[src/rtl/key_event_queue.sv]
// PS/2 scan-byte sequencer: folds E0/F0 prefixes into key events, optionally
// suppresses typematic repeats, and queues events in a first-word-fall-through FIFO.
module key_event_queue #(
  parameter int DEPTH          = 8,
  parameter int TIMEOUT_CYCLES = 50000,
  parameter bit FILTER_REPEAT  = 1'b1
) (
  input  logic                     clk,
  input  logic                     rst,
  input  logic [7:0]               byte_in,
  input  logic                     byte_valid,
  input  logic                     ev_ready,
  output logic                     ev_valid,
  output logic [7:0]               ev_code,
  output logic                     ev_ext,
  output logic                     ev_release,
  output logic [$clog2(DEPTH):0]   ev_count,
  output logic                     overflow,
  input  logic                     ovf_clr,
  output logic [7:0]               err_count,
  output logic [1:0]               parser_state
);

  localparam int AW = $clog2(DEPTH);
  localparam int CW = AW + 1;
  localparam int TW = (TIMEOUT_CYCLES > 2) ? $clog2(TIMEOUT_CYCLES) : 1;
  localparam logic [TW-1:0] TMR_LAST = TW'(TIMEOUT_CYCLES - 1);
  localparam logic [CW-1:0] CNT_FULL = CW'(DEPTH);

  localparam logic [7:0] B_EXT   = 8'hE0;
  localparam logic [7:0] B_BREAK = 8'hF0;

  typedef enum logic [1:0] {
    ST_IDLE   = 2'd0,
    ST_E0     = 2'd1,
    ST_F0     = 2'd2,
    ST_E0F0   = 2'd3
  } state_e;

  typedef struct packed {
    logic       ext;
    logic       rel;
    logic [7:0] code;
  } event_t;

  // Keyboard housekeeping bytes (BAT result, ACK, resend, errors) that carry no key.
  function automatic logic is_noise(input logic [7:0] b);
    return (b == 8'h00) || (b == 8'hAA) || (b == 8'hFA) ||
           (b == 8'hFE) || (b == 8'hFF);
  endfunction

  // ---------------------------------------------------------------------------
  // Parser FSM
  // ---------------------------------------------------------------------------
  state_e          state_q, state_d;
  logic [TW-1:0]   tmr_q, tmr_d;
  logic            timer_expired;
  logic            parse_push;
  logic            proto_err;
  event_t          parse_ev;
  logic            is_prefix;

  assign is_prefix     = (byte_in == B_EXT) || (byte_in == B_BREAK);
  assign timer_expired = (state_q != ST_IDLE) && !byte_valid && (tmr_q == TMR_LAST);

  // NOTE: sequential state uses non-blocking assignments so every register
  // samples pre-edge values; blocking here would create order-dependent races.
  always_ff @(posedge clk or negedge rst) begin
    if (!rst) begin
      state_q <= ST_IDLE;
      tmr_q   <= '0;
    end else begin
      state_q <= state_d;
      tmr_q   <= tmr_d;
    end
  end

  // NOTE: every always_comb output gets a default first, so no path leaves a
  // signal unassigned and no latch is inferred.
  always_comb begin
    state_d = state_q;
    if (byte_valid) begin
      unique case (state_q)
        ST_IDLE: begin
          if (byte_in == B_EXT)        state_d = ST_E0;
          else if (byte_in == B_BREAK) state_d = ST_F0;
        end
        ST_E0: begin
          if (byte_in == B_BREAK)      state_d = ST_E0F0;
          else if (byte_in != B_EXT)   state_d = ST_IDLE;
        end
        ST_F0, ST_E0F0:                state_d = ST_IDLE;
        default:                       state_d = ST_IDLE;
      endcase
    end else if (timer_expired) begin
      state_d = ST_IDLE;
    end
  end

  always_comb begin
    parse_push = 1'b0;
    proto_err  = 1'b0;
    parse_ev   = '{ext: 1'b0, rel: 1'b0, code: byte_in};
    if (byte_valid) begin
      unique case (state_q)
        ST_IDLE: parse_push = !is_prefix && !is_noise(byte_in);
        ST_E0: begin
          parse_push   = !is_prefix;
          parse_ev.ext = 1'b1;
        end
        ST_F0: begin
          proto_err    = is_prefix;
          parse_push   = !is_prefix;
          parse_ev.rel = 1'b1;
        end
        ST_E0F0: begin
          proto_err    = is_prefix;
          parse_push   = !is_prefix;
          parse_ev.ext = 1'b1;
          parse_ev.rel = 1'b1;
        end
        default: parse_push = 1'b0;
      endcase
    end
  end

  // The timeout counter only advances while a prefix is pending and no byte arrives.
  always_comb begin
    tmr_d = tmr_q + TW'(1);
    if (state_q == ST_IDLE || byte_valid || timer_expired) tmr_d = '0;
  end

  // ---------------------------------------------------------------------------
  // Typematic repeat filter
  // ---------------------------------------------------------------------------
  logic       rec_valid_q, rec_valid_d;
  logic       rec_ext_q,   rec_ext_d;
  logic [7:0] rec_code_q,  rec_code_d;
  logic       rec_match;
  logic       push_req;

  assign rec_match = rec_valid_q && (rec_ext_q == parse_ev.ext) &&
                     (rec_code_q == parse_ev.code);
  assign push_req  = parse_push &&
                     !(FILTER_REPEAT && !parse_ev.rel && rec_match);

  always_comb begin
    rec_valid_d = rec_valid_q;
    rec_ext_d   = rec_ext_q;
    rec_code_d  = rec_code_q;
    if (FILTER_REPEAT && parse_push) begin
      if (!parse_ev.rel && !rec_match) begin
        rec_valid_d = 1'b1;
        rec_ext_d   = parse_ev.ext;
        rec_code_d  = parse_ev.code;
      end else if (parse_ev.rel && rec_match) begin
        rec_valid_d = 1'b0;
      end
    end
  end

  always_ff @(posedge clk or negedge rst) begin
    if (!rst) begin
      rec_valid_q <= 1'b0;
      rec_ext_q   <= 1'b0;
      rec_code_q  <= '0;
    end else begin
      rec_valid_q <= rec_valid_d;
      rec_ext_q   <= rec_ext_d;
      rec_code_q  <= rec_code_d;
    end
  end

  // ---------------------------------------------------------------------------
  // Event FIFO with a registered head so empty-state outputs hold their last value
  // ---------------------------------------------------------------------------
  event_t          mem [DEPTH];
  logic [AW-1:0]   wr_ptr_q, wr_ptr_d;
  logic [AW-1:0]   rd_ptr_q, rd_ptr_d;
  logic [AW-1:0]   rd_next;
  logic [CW-1:0]   count_q, count_d;
  event_t          head_q, head_d;
  logic            overflow_q, overflow_d;
  logic [7:0]      err_q, err_d;
  logic            do_pop, do_push, ovf_set, err_inc;

  assign do_pop  = (count_q != '0) && ev_ready;
  assign do_push = push_req && ((count_q != CNT_FULL) || do_pop);
  assign ovf_set = push_req && (count_q == CNT_FULL) && !do_pop;
  assign err_inc = proto_err || timer_expired;
  assign rd_next = rd_ptr_q + AW'(1);

  always_comb begin
    wr_ptr_d = do_push ? wr_ptr_q + AW'(1) : wr_ptr_q;
    rd_ptr_d = do_pop  ? rd_next           : rd_ptr_q;
    unique case ({do_push, do_pop})
      2'b10:   count_d = count_q + CW'(1);
      2'b01:   count_d = count_q - CW'(1);
      default: count_d = count_q;
    endcase

    head_d = head_q;
    if (do_pop) begin
      if (count_q == CW'(1)) begin
        if (do_push) head_d = parse_ev;
      end else begin
        head_d = mem[rd_next];
      end
    end else if (count_q == '0 && do_push) begin
      head_d = parse_ev;
    end

    overflow_d = ovf_set ? 1'b1 : (ovf_clr ? 1'b0 : overflow_q);
    err_d      = (err_inc && err_q != 8'hFF) ? err_q + 8'd1 : err_q;
  end

  // NOTE: the storage array has no reset; it is never read before being
  // written, and the reset-cleared head register covers the visible outputs.
  always_ff @(posedge clk) begin
    if (do_push) mem[wr_ptr_q] <= parse_ev;
  end

  always_ff @(posedge clk or negedge rst) begin
    if (!rst) begin
      wr_ptr_q   <= '0;
      rd_ptr_q   <= '0;
      count_q    <= '0;
      head_q     <= '0;
      overflow_q <= 1'b0;
      err_q      <= '0;
    end else begin
      wr_ptr_q   <= wr_ptr_d;
      rd_ptr_q   <= rd_ptr_d;
      count_q    <= count_d;
      head_q     <= head_d;
      overflow_q <= overflow_d;
      err_q      <= err_d;
    end
  end

  assign ev_valid     = (count_q != '0);
  assign ev_code      = head_q.code;
  assign ev_ext       = head_q.ext;
  assign ev_release   = head_q.rel;
  assign ev_count     = count_q;
  assign overflow     = overflow_q;
  assign err_count    = err_q;
  assign parser_state = state_q;

endmodule
[config.mk]
export PLATFORM = sky130hd
export DESIGN_NAME = key_event_queue
export DESIGN_NICKNAME = d
export VERILOG_FILES = /design/src/rtl/key_event_queue.sv
export SDC_FILE = /design/constraint.sdc
export NUM_CORES = 1
export LEC_CHECK = 0
export CAP_MARGIN = 10
export CORE_MARGIN = 1
export CORE_UTILIZATION = 23
export DETAILED_ROUTE_END_ITERATION = 6
export PLACE_DENSITY = 0.37
export SLEW_MARGIN = 5
export SYNTH_ARGS = -nofsm -noshare
export SYNTH_HDL_FRONTEND = slang
export SYNTH_SLANG_ARGS = --single-unit
[constraint.sdc]
create_clock -name clk -period 4.95 [get_ports clk]
set_clock_uncertainty 0.2 [all_clocks]
set_input_delay 0.99 -clock clk [delete_from_list [all_inputs] [get_ports clk]]
set_output_delay 0.99 -clock clk [all_outputs]
set_load 0.02 [all_outputs]
After elaboration in Yosys (flattened, before gate mapping)

Memories as Yosys holds them, arrays and structs flattened.
Cells that the tools add are included.

Eq/ne operators: 22
Divide/modulo/power cells: 0
Order comparisons: 0
Shift operators: 0
$add $sub $neg: 6
Reductions and logical operators: 48
Multiply operators: 0
Muxes and demuxes: 26
Bitwise logic cells: 0

Operators by type and width:

| operator                                            | number |
|---|---|
| equality test 8 bit, second input constant          | 6 |
| 2-to-1 mux 10 bit                                   | 4 |
| adder 16 x 1 -> 16 bit, second input constant       | 1 |
| equality test 16 bit, second input constant         | 1 |
| 2-to-1 mux 16 bit                                   | 1 |
| inequality test 8 bit, second input constant        | 2 |
| logical AND 1 bit                                   | 15 |
| 2-to-1 mux 2 bit                                    | 7 |
| inequality test 4 bit, second input constant        | 3 |
| nonzero test 2 bit                                  | 6 |
| 2-to-1 mux 1 bit                                    | 11 |
| logical OR 1 bit                                    | 9 |
| adder 8 x 1 -> 8 bit, second input constant         | 1 |
| equality test 8 bit                                 | 1 |
| logical NOT 8 bit                                   | 1 |
| case mux 4 bit (2 select lines)                     | 1 |
| logical NOT 1 bit                                   | 7 |
| adder 3 x 1 -> 3 bit, second input constant         | 2 |
| equality test 2 bit, second input constant          | 3 |
| case mux 2 bit (3 select lines)                     | 1 |
| AND reduction 2 bit                                 | 3 |
| adder 4 x 1 -> 4 bit, second input constant         | 1 |
| equality test 2 x 1 -> 1 bit, second input constant | 2 |
| equality test 4 x 1 -> 1 bit, second input constant | 1 |
| other kinds (11)                                    | 12 |

RAM bits: 80
Latch bits: 0
Logic and storage cells: 116
Flip-flop bits (word level): 57
Memory bits (read-only): 0
Memories kept: 1
Input port bits: 13
Output and inout bits: 26

Memory list:

| memory | words | bits a word | rd ports | clocked after memory_dff | wr ports | RTL line | text |
|---|---|---|---|---|---|---|---|
| mem    | 8     | 10          | 1        | 0                        | 1        | 177      | `event_t mem [DEPTH];` |

Longest topological paths before layout

Word-level depth: 14
Mapped depth: 14
Gate-level depth less buffers: 13

Worst setup path after synthesis

Ideal clock, no wire load.

Kind: input to register
Start: in byte_in[4]
End: mem mem[4][0] in the netlist's numbering, enable pin
Path buffers: 1
Data required time: 4.346 ns
Setup slack: 0.943 ns
Stages: 9
Setup time: 0.404 ns
Data arrival time: 3.404 ns
Cell sequence: clkbuf_1 xor2_1 nor4_1 nand4_1 or4_1 inv_1 ha_1 or3b_2 nor4_1

Longest elaborated chain between the ends: 13
Elaborated cells between the ends (all ways): 25
Classes of those cells: 7 x eq/ne; 4 x mux; 14 x reduce/logical

Ends and longest elaborated chain:

| element                                                         | RTL line | text |
|---|---|---|
| start, declared                                                 | 10       | `input logic [7:0] byte_in,` |
| equality test 8 bit / logical NOT 8 bit (equally long branches) | 48       | `return (b == 8'h00) \|\| (b == 8'hAA) \|\| (b == 8'hFA) \|\|` |
| logical OR 1 bit (3 in a row)                                   | 48       |  |
| logical OR 1 bit                                                | 49       | `(b == 8'hFE) \|\| (b == 8'hFF);` |
| logical NOT 1 bit                                               | 106      | `ST_IDLE: parse_push = !is_prefix && !is_noise(byte_in);` |
| logical AND 1 bit                                               | 106      |  |
| case mux 1 bit (2 select lines)                                 | 105      | `unique case (state_q)` |
| 2-to-1 mux 1 bit                                                | 104      | `if (byte_valid) begin` |
| logical AND 1 bit (*)                                           | 144      | `assign push_req = parse_push &&` |
| logical AND 1 bit (*)                                           | 188      | `assign do_push = push_req && ((count_q != CNT_FULL) \|\| do_pop);` |
| 2-to-1 mux 1 bit (*)                                            | 220      | `if (do_push) mem[wr_ptr_q] <= parse_ev;` |
| 2-to-1 mux 1 bit (not written as such) (*)                      | 220      |  |
| end, declared                                                   | 177      |  |

Mark *: on every way between the ends. The rest lies on a longest branch, timed or not.

Worst setup path in the final report

Start: in byte_in[7]
End: reg head_q (netlist bit ev_code[1])

Longest elaborated chain between the ends: 14
Elaborated cells between the ends (all ways): 27
Classes of those cells: 8 x eq/ne; 2 x mux; 17 x reduce/logical

Ends and longest elaborated chain:

| element                                                         | RTL line | text |
|---|---|---|
| equality test 8 bit / logical NOT 8 bit (equally long branches) | 48       |  |
| logical OR 1 bit (3 in a row)                                   | 48       |  |
| logical OR 1 bit                                                | 49       |  |
| logical NOT 1 bit                                               | 106      |  |
| logical AND 1 bit                                               | 106      |  |
| case mux 1 bit (2 select lines)                                 | 105      |  |
| 2-to-1 mux 1 bit                                                | 104      |  |
| logical AND 1 bit (*)                                           | 144      |  |
| logical AND 1 bit (*)                                           | 188      |  |
| logical AND 1 bit                                               | 209      | `end else if (count_q == '0 && do_push) begin` |
| nonzero test 2 bit (no line)                                    | --       |  |
| AND reduction 2 bit (no line) (*)                               | --       |  |
| end signal, assigned                                            | 228      | `head_q <= '0;` |
| end signal, assigned                                            | 235      | `head_q <= head_d;` |
| end, declared                                                   | 182      | `event_t head_q, head_d;` |

Marked as above.
A chain may end at the register's enable or synchronous reset.

==> impl_metrics.tcl <==
set metrics [dict create \
    rows 59 \
    cts_setup_buffers 0 \
    remaining_drc_errors 4 \
    grt_pass1_wl_mm 23.8 \
    detail_route.first_pass.iterations 6 \
    placedCellCount 830 \
    utilization_pct 29.4 \
    ys_ff_latch 137 \
    die_y_microns 165 \
    synth_edf_count 80 \
    crit_fanout 10 \
    finalCritPeriodShare_pct 86.4 \
    required_ps 5060 \
    max_slew_margin_pct 27.4 \
    grt_max_degree 41 \
    synth_cell_types 47 \
    clk_latency_ps 420 \
    routed_wl_mm 15.2 \
    crit_path_end_kind "register" \
    syn_nets 473 \
    status "complete, but fails checks" \
    grtUsageTotal_pct 12.2 \
    cts_num_sinks 137 \
    cp-start-kind "primary input" \
    syn_inst 449 \
    max_freq_mhz 234 \
    cts_buffer_depth 2 \
    grt_pass1_vias 4004 \
    clk_pin_slew_worst_paths_ps 60 \
    drv_slew 0 \
    postCtsResizedCells 0 \
    drt_iter0_drc 172 \
    fin_cells 862 \
    p_total_w 0.00434 \
    die_area_sq_um 27400 \
    tightest_slew_ps 1090 \
    async_flop_share_pct 41.6 \
    setup_viol 0 \
    rsz0062_at_grt "false" \
    dp_hpwl_mm 10.0 \
    wire_per_inst_microns 17.7 \
    dr_total_vias 3831 \
    cts_made_buffers 17 \
    final_common_cell "edfxtp_1" \
    nets 538 \
    hold_path_class "register to register" \
    cts_tree "yes" \
    syn_area_sq_um 6140 \
    avgSynthCellArea_sq_um 13.7 \
    core_sq_um 26100 \
    hold_buffers 0 \
    htreeDepth 4 \
    min_period_ps 4280 \
    cts-root-buf "clkbuf_16" \
    p_leak_nw 2.83 \
    start_util_pct 23.5 \
    ys_seq_area_share_pct 62.4 \
    p_per_area_nw_per_um2 565 \
    die_w_microns 165 \
    grt_overflow 0 \
    synth_flop_cell "edfxtp_1" \
    mostFrequentLayoutCells "edfxtp_1 (80), mux2_2 (63), dfrtp_1 (57)" \
    gp_congestion 0.705 \
    antenna_found_initial 0 \
    arrival_ps 4380 \
    pre_cts_slack_ps 212 \
    synth_warnings 0 \
    layout_setup_ws_ps 673 \
    critPathKind "primary input to register" \
    timing.setup.tns_ps 0 \
    max-cap-violations 0 \
    antenna_cells 0 \
    violations "DRC" \
    drive_gt1_share_pct 25.2 \
    area_growth_pct 25.1 \
    worst_ir_drop_vdd_uv 189 \
    io_buffers 38 \
    antenna_left 0 \
    pin_count 39 \
    hold_violations 0 \
    via_per_inst 4.44 \
]
state kept, by name (all words and copies together) (netlist names):
signal and cells:
mem 80, overflow 1, ev_code 8, rd_ptr_q 3, rec_code_q 8, rec_ext_q 1, rec_valid_q 1, ev_count 4
ev_release 1, parser_state 2, ev_ext 1, wr_ptr_q 3, err_count 8, tmr_q 16
final timing paths:
path | from | endpoint | slack [ps] | depth (start not counted)
hold / removal | tmr_q[0]$_DFF_PN0_ | tmr_q[0]$_DFF_PN0_ | 250 | 1
setup reg to reg | rec_code_q[7]$_DFFE_PN0P_ | ev_code[1]$_DFFE_PN0P_ | 1420 | 14
min in group asynchronous | rst | err_count[0]$_DFFE_PN0P_ | 290 | 1
setup / recovery | byte_in[7] | ev_code[1]$_DFFE_PN0P_ | 670 | 15
hold reg to reg | tmr_q[0]$_DFF_PN0_ | tmr_q[0]$_DFF_PN0_ | 250 | 1
max in group asynchronous | rst | ev_release$_DFFE_PN0P_ | 3320 | 2
synth_stat cells, types with 5 or more instances:
| library cell | count | area share, % |
|---|---|---|
| ha_1 | 11 | 2.2 |
| o21ai_0 | 5 | 0.41 |
| dfrtp_1 | 57 | 23 |
| clkbuf_1 | 11 | 0.67 |
| xor2_1 | 19 | 2.7 |
| o22ai_1 | 21 | 2.1 |
| nand3_1 | 10 | 0.82 |
| and2_1 | 5 | 0.51 |
| mux2_2 | 63 | 12 |
| nor3_1 | 9 | 0.73 |
| nor2_1 | 25 | 1.5 |
| inv_1 | 12 | 0.73 |
| nand4_1 | 8 | 0.82 |
| a21oi_1 | 6 | 0.49 |
| nand2_1 | 30 | 1.8 |
| edfxtp_1 | 80 | 39 |
| xnor2_1 | 17 | 2.4 |
| o31ai_1 | 13 | 1.6 |
metrics by stage:
step,hold WS (ps),instance area (sq um)
2_1_floorplan,224,6140
6_report,253,7680
3_5_place_dp,250,7060
5_1_grt,296,7680
3_3_place_gp,237,7060
4_1_cts,258,7680
layout make-up:
class	instances	area [sq um]
clock buffers	18	439
inverters	12	45.0
well taps	335	419
clock inverters	14	181
flip-flops and latches	137	3830
repair buffers	62	556
fillers	2673	18400
multi-input cells	284	2210
kinds of logic (layout without fill, tap and decap cells):
kind of cell / Yosys count / in the layout / share of synthesized area, %
fa+ha+maj: 11 / 11 / 2.24
buf+inv: 28 / 106 / 1.85
flops: 137 / 137 / 62.4
simple gates: 118 / 118 / 10.3
compound gates: 54 / 54 / 6.13
mux: 65 / 65 / 12.0
xor+xnor: 36 / 36 / 5.14
routing by layer:
layer  track usage [%]  share of wire, %
met5                 0                 0
met3              3.05               4.4
met4              3.97               1.0
met2              20.5                49
met1              15.3                46
where the power goes:
part / internal, W / switching [W] / total (W)
logic: 0.000685 / 0.000796 / 0.00148
registers: 0.00140 / 0.000115 / 0.00152
clock network: 0.000817 / 0.000527 / 0.00134
critical path, stage by stage:
cell and delay [ps]:
clkdlybuf4s50_1 500, xor2_1 210, nor4_1 420, nand4_1 130
or4_1 460, inv_1 90, ha_1 240, nor3_1 130
inv_1 130, ha_1 190, a21oi_1 70, o31ai_1 250
o21ai_2 90, buf_4 200, mux2_2 280
Power figures use the tool's default switching activity.
